## config.mk

```make
export PLATFORM = sky130hd
export DESIGN_NAME = zone_sequencer
export DESIGN_NICKNAME = d
export VERILOG_FILES = /design/src/rtl/rega_pkg.sv /design/src/rtl/tick_timer.sv /design/src/rtl/zone_sequencer.sv
export SDC_FILE = /design/constraint.sdc
export NUM_CORES = 1
export LEC_CHECK = 0
export CORE_AREA = 2 2 58 60
export DETAILED_ROUTE_END_ITERATION = 10
export DIE_AREA = 0 0 60 62
export SYNTH_ARGS = -nofsm -noshare
export SYNTH_HDL_FRONTEND = slang
export SYNTH_SLANG_ARGS = --single-unit
```

## constraint.sdc

```tcl
create_clock -name clk -period 6.8 [get_ports clk]
set_input_delay 0.68 -clock clk [delete_from_list [all_inputs] [get_ports clk]]
set_output_delay 0.68 -clock clk [all_outputs]
set_load 0.02 [all_outputs]
```

## src/rtl/rega_pkg.sv

```systemverilog
// Shared types and constants for the irrigation zone sequencer.
// State encoding, zone count and bus widths live here.
package rega_pkg;

    localparam int NUM_ZONES = 6;
    localparam int SEL_W     = 3;
    localparam int ZONE_W    = 6;

    localparam logic [SEL_W-1:0] FIRST_ZONE = 3'd1;
    localparam logic [SEL_W-1:0] LAST_ZONE  = 3'd6;

    typedef enum logic [2:0] {
        IDLE,
        SCAN,
        WATER,
        GAP,
        DONE
    } state_t;

    // True for a zone number that maps to a real valve
    function automatic logic zone_ok(
        input logic [SEL_W-1:0] z
    );
        return (z >= FIRST_ZONE) && (z <= LAST_ZONE);
    endfunction

endpackage

```

## src/rtl/tick_timer.sv

```systemverilog
// 8-bit tick counter with synchronous clear and terminal-count compare.
// hit is high while the count equals the supplied terminal value.
module tick_timer (
    input  logic       clk,
    input  logic       rst_n,
    input  logic       clr,
    input  logic       en,
    input  logic [7:0] tc,
    output logic       hit
);

    logic [7:0] cnt;

    // Count enabled ticks; clear wins over counting
    always_ff @(posedge clk) begin
        if (!rst_n) begin
            cnt <= '0;
        end else if (clr) begin
            cnt <= '0;
        end else if (en) begin
            cnt <= cnt + 8'd1;
        end
    end

    assign hit = (cnt == tc);

endmodule

```

## src/rtl/zone_sequencer.sv

```systemverilog
// Six-zone irrigation sequencer driving a 1-to-7 valve demux.
// Optional manual single-zone watering: define ZONE_SEQ_MANUAL_EN.
module zone_sequencer
    import rega_pkg::*;
#(
    parameter int ZONE_TICKS = 10,
    parameter int GAP_TICKS  = 1
) (
    input  logic              clk,
    input  logic              rst_n,
    input  logic              start,
    input  logic              stop,
    input  logic              rain,
    input  logic              tick,
    input  logic [ZONE_W-1:0] soil_dry,
`ifdef ZONE_SEQ_MANUAL_EN
    input  logic              manual_req,
    input  logic [SEL_W-1:0]  manual_zone,
`endif
    output logic [SEL_W-1:0]  sel,
    output logic              valve_en,
    output logic              busy,
    output logic              done
);

    localparam logic [7:0] ZONE_TC = 8'(ZONE_TICKS - 1);
    localparam logic [7:0] GAP_TC  = 8'(GAP_TICKS - 1);

    state_t           state;
    state_t           state_n;
    logic [SEL_W-1:0] zone;
    logic [SEL_W-1:0] zone_n;

`ifdef ZONE_SEQ_MANUAL_EN
    logic             man;
    logic             man_n;
`endif

    logic [SEL_W-1:0] sel_d;
    logic             ven_d;
    logic             busy_d;
    logic             done_d;

    logic             t_clr;
    logic             t_hit;
    logic [7:0]       t_tc;
    logic             abort;
    logic             expire;

    assign abort  = stop | rain;
    assign expire = tick & t_hit;
    assign t_tc   = (state == WATER) ? ZONE_TC : GAP_TC;

    // Restart the timer on every state change and outside timed states
    assign t_clr  = (state_n != state)
                  | ((state != WATER) & (state != GAP));

    tick_timer u_timer (
        .clk   (clk),
        .rst_n (rst_n),
        .clr   (t_clr),
        .en    (tick),
        .tc    (t_tc),
        .hit   (t_hit)
    );

    // State, zone and registered outputs
    always_ff @(posedge clk) begin
        if (!rst_n) begin
            state    <= IDLE;
            zone     <= FIRST_ZONE;
            sel      <= '0;
            valve_en <= 1'b0;
            busy     <= 1'b0;
            done     <= 1'b0;
`ifdef ZONE_SEQ_MANUAL_EN
            man      <= 1'b0;
`endif
        end else begin
            state    <= state_n;
            zone     <= zone_n;
            sel      <= sel_d;
            valve_en <= ven_d;
            busy     <= busy_d;
            done     <= done_d;
`ifdef ZONE_SEQ_MANUAL_EN
            man      <= man_n;
`endif
        end
    end

    // Next-state and next-zone selection; abort beats timer expiry
    always_comb begin
        state_n = state;
        zone_n  = zone;
`ifdef ZONE_SEQ_MANUAL_EN
        man_n   = man;
`endif
        unique case (state)
            IDLE: begin
                if (start && !rain) begin
                    state_n = SCAN;
                    zone_n  = FIRST_ZONE;
`ifdef ZONE_SEQ_MANUAL_EN
                    man_n   = 1'b0;
                end else if (!rain && manual_req
                             && zone_ok(manual_zone)) begin
                    state_n = WATER;
                    zone_n  = manual_zone;
                    man_n   = 1'b1;
`endif
                end
            end
            SCAN: begin
                if (abort) begin
                    state_n = DONE;
                end else if (soil_dry[zone - 3'd1]) begin
                    state_n = WATER;
                end else if (zone == LAST_ZONE) begin
                    state_n = DONE;
                end else begin
                    zone_n  = zone + 3'd1;
                end
            end
            WATER: begin
                if (abort) begin
                    state_n = DONE;
                end else if (expire) begin
`ifdef ZONE_SEQ_MANUAL_EN
                    state_n = man ? DONE : GAP;
`else
                    state_n = GAP;
`endif
                end
            end
            GAP: begin
                if (abort) begin
                    state_n = DONE;
                end else if (expire) begin
                    if (zone == LAST_ZONE) begin
                        state_n = DONE;
                    end else begin
                        state_n = SCAN;
                        zone_n  = zone + 3'd1;
                    end
                end
            end
            DONE: begin
                state_n = IDLE;
            end
            default: begin
                state_n = IDLE;
            end
        endcase
    end

    // Output values for the state being entered
    always_comb begin
        sel_d  = '0;
        ven_d  = 1'b0;
        busy_d = (state_n != IDLE);
        done_d = (state_n == DONE);
        if (state_n == WATER) begin
            sel_d = zone_n;
            ven_d = 1'b1;
        end
    end

endmodule

```

==> impl_metrics.yaml <==
status:
  status: "finished, final reports clean"
yosys:
  synth-seq-cells: 20
  yosys_warnings: 0
  avgSynthCellArea_sq_um: 9.350
  syn_area_sq_um: 1187
  ys.flop_type: "dfxtp_1"
  syn-num-nets: 143
  synth-async-reset-ratio_pct: 0
  synthesis.instances: 127
  synth.distinct_cells: 50
  ys_seq_area_share_pct: 33.72
  synth_edf_count: 0
detailed_routing:
  drtIter0Drc: 14
  vias_per_cell: 5.053
  ant_nets: 0
  first_pass_iters: 4
  wl_per_cell_um: 12.34
  totalWireLength_mm: 2.344
  drc: 0
  vias: 960
grt:
  gr-usage-met1_pct: 16.69
  grt_max_degree: 13
  met2_usage_pct: 23.29
  grt_pass1_wl_mm: 3.808
  grt_util_met3_pct: 3.934
  grt_pass1_vias: 896
  overflow: 0
  grt_use_total_pct: 13.64
  grt.busiest_layer: "met2"
  antenna_found_initial: 0
critical_path:
  crit_path_start_kind: "flip-flop"
  rr_worst_depth: 8
  endpoint_kind: "flip-flop"
  crit_required_ns: 7.01
  startpoint: "zone[0]"
  crit_chain: "inv_1 -> ha_1 -> mux4_2 -> nor2b_4 -> o21ai_1 -> nand3_1 -> a32o_1 -> and2_1"
  crit_buf_inv: 1
  crit_end: "sel[1]"
  worst_ep_arrival_time_ns: 2.59
  critPathMaxFanout: 7
  critical_path.max_stage_delay_ns: 0.51
  cpLargestDelayFamily: "compound AO/OA/AOI/OAI gates"
  reg2reg_slack_ns: 4.42
  r2r-end: "sel[1]"
  crit_slowest_cell: "dfxtp_1"
  reg2reg_from: "zone[0]"
  worst-path-stages: 8
  crit_type: "flip-flop to flip-flop"
floorplanning:
  dieArea_sq_um: 3720
  coreArea_sq_um: 3179
  die_h_um: 62
  start_util_pct: 37.35
  die_width_um: 60
  rows: 21
  io_pins: 18
job:
  max_cap_violations: 0
timing:
  worst_pin_slew_ns: 0.4712
  report.final.slew_viol_count: 0
  finalSetupTns_ns: 0
  hold_ws_ns: 0.5513
  slew_headroom_pct: 68.54
  finalCritPeriodShare_pct: 35.04
  fmax_mhz: 419.6
  clock-skew-final_ns: 0.002302
  min_period_ns: 2.383
  final-setup-viol-count: 0
  rsz0062_at_grt: "false"
  final_hold_viol_count: 0
clocking:
  cts_root_buf: "clkbuf_4"
  ctsResizeCount: 0
  htreeDepth: 1
  cts_buffer_depth: 2
  cts.sink_count: 20
  hold_buffers: 0
  clk_pin_slew_ns: 0.11
  cts_made_buffers: 3
  cts_tree: "built"
  cts_setup_buffers: 0
  worstSkewPairLatency_ns: 0.30
power_and_ir_drop:
  swShare_pct: 22.08
  power.density_nw_per_um2: 174.8
  p_int_mw: 0.1961
  p_total_mw: 0.2517
  power_frac_clock_pct: 38.8
  pwr-share-seq_pct: 48.1
  p_comb_share_pct: 13.1
  netSwitchingPower_mw: 0.05557
  ir_drop_v: 0.0001432
  power_leakage_nw: 0.5472
final_layout:
  multi_input_area_sq_um: 740.7
  fillers: 316
  final_core_util_pct: 45.30
  num_antenna_cells: 0
  layout-drive-gt1-share_pct: 17.36
  regArea_sq_um: 400.4
  nNetsFinal: 161
  final_common_cell: "dfxtp_1"
  final_cell_mix: "20 x dfxtp_1, 17 x clkdlybuf4s50_1, 13 x nor2_1, 10 x nand2_1, 7 x nor3_1"
  fin_cells: 190
  synthToLayoutAreaGrowth_pct: 21.29
placed_design:
  dp_hpwl_mm: 1.862
  dp.cells: 186
  numPortBuffers: 17
  place_congestion: 0.8419
hold_path:
  hp-class: "flip-flop to flip-flop"
==> flip-flops by register name, summed over array words and instances (netlist names) <==
signal and count:
busy 1, zone 3, sel 3, done 1, u_timer.cnt 8, valve_en 1, state 3
==> how the worst min path moves through the flow <==
| stage | depth (start not counted) | start | end |
|---|---|---|---|
| detailed placement | 2 | u_timer.cnt[6] | u_timer.cnt[6] |
| floorplan | 2 | u_timer.cnt[7] | u_timer.cnt[7] |
| global route | 2 | u_timer.cnt[7] | u_timer.cnt[7] |
| finish | 2 | u_timer.cnt[6] | u_timer.cnt[6] |
| CTS | 2 | u_timer.cnt[6] | u_timer.cnt[6] |
| global placement | 2 | u_timer.cnt[6] | u_timer.cnt[6] |
==> final cells by class <==
type                       count  area share, %
clock inverter                 1          2.085
sequential                    20          27.80
inverter                       5          1.303
timing repair buffer          17          11.82
tap                           46          3.997
multi-input combinational     98          51.43
clock buffer                   3          1.564
==> synth_stat cells (2+ instances only) <==
| cell type | n | share of area, % |
|---|---|---|
| nor3b_2 | 2 | 2.1 |
| a31oi_1 | 2 | 1.1 |
| xor2_1 | 6 | 4.4 |
| and4_1 | 2 | 1.5 |
| dfxtp_1 | 20 | 34 |
| nor2_1 | 13 | 4.1 |
| nor3_1 | 7 | 3.0 |
| nand2_1 | 10 | 3.2 |
| nor2b_1 | 2 | 1.1 |
| nand2b_1 | 2 | 1.1 |
| nand4_1 | 4 | 2.1 |
| a21oi_1 | 2 | 0.84 |
| and3_1 | 2 | 1.1 |
| and2_1 | 3 | 1.6 |
| mux2_2 | 2 | 1.9 |
| mux2i_1 | 2 | 1.7 |
| xnor2_1 | 2 | 1.5 |
| buf_2 | 2 | 0.84 |
| nand3_1 | 5 | 2.1 |
| ha_1 | 4 | 4.2 |
| inv_1 | 4 | 1.3 |
==> power by group through the flow <==
stage          logic [mW]  clock network [mW]  registers, mW
2_1_floorplan      0.0215                   0          0.123
3_3_place_gp       0.0326                   0          0.124
3_5_place_dp       0.0330                   0          0.124
4_1_cts            0.0332               0.102          0.121
5_1_grt            0.0360               0.104          0.121
6_report           0.0330              0.0976          0.121
==> cell families (layout without fill, tap and decap cells) <==
group,after synthesis,count (layout),synth area share (%)
buffers and inverters,9,26,3.898
and+or+nand+nor,62,62,30.35
AOI/OAI and AO/OA,18,18,14.54
muxes,6,6,7.376
DFF,20,20,33.72
xor gates and xnor gates,8,8,5.901
adders and majority gates,4,4,4.215
==> layer usage <==
metal  vias up  share of wire [%]
met5         -                  0
met2        24                 49
met4         0               0.77
li1        488                  -
met3         2                4.5
met1       446                 46
==> through the flow <==
step	area, sq um	setup WS, ns
floorplan	1187	4.657
global placement	1388	4.134
detailed placement	1388	4.109
CTS	1440	4.412
global route	1440	4.236
finish	1440	4.417
==> worst min-delay path, delay by kind of cell (launching register included) <==
kind	cells	cell delay (ns)
DFF	1	0.38
and+or+nand+nor	1	0.07
xor gates and xnor gates	1	0.08
No activity file was read; power rests on OpenSTA's default activity.
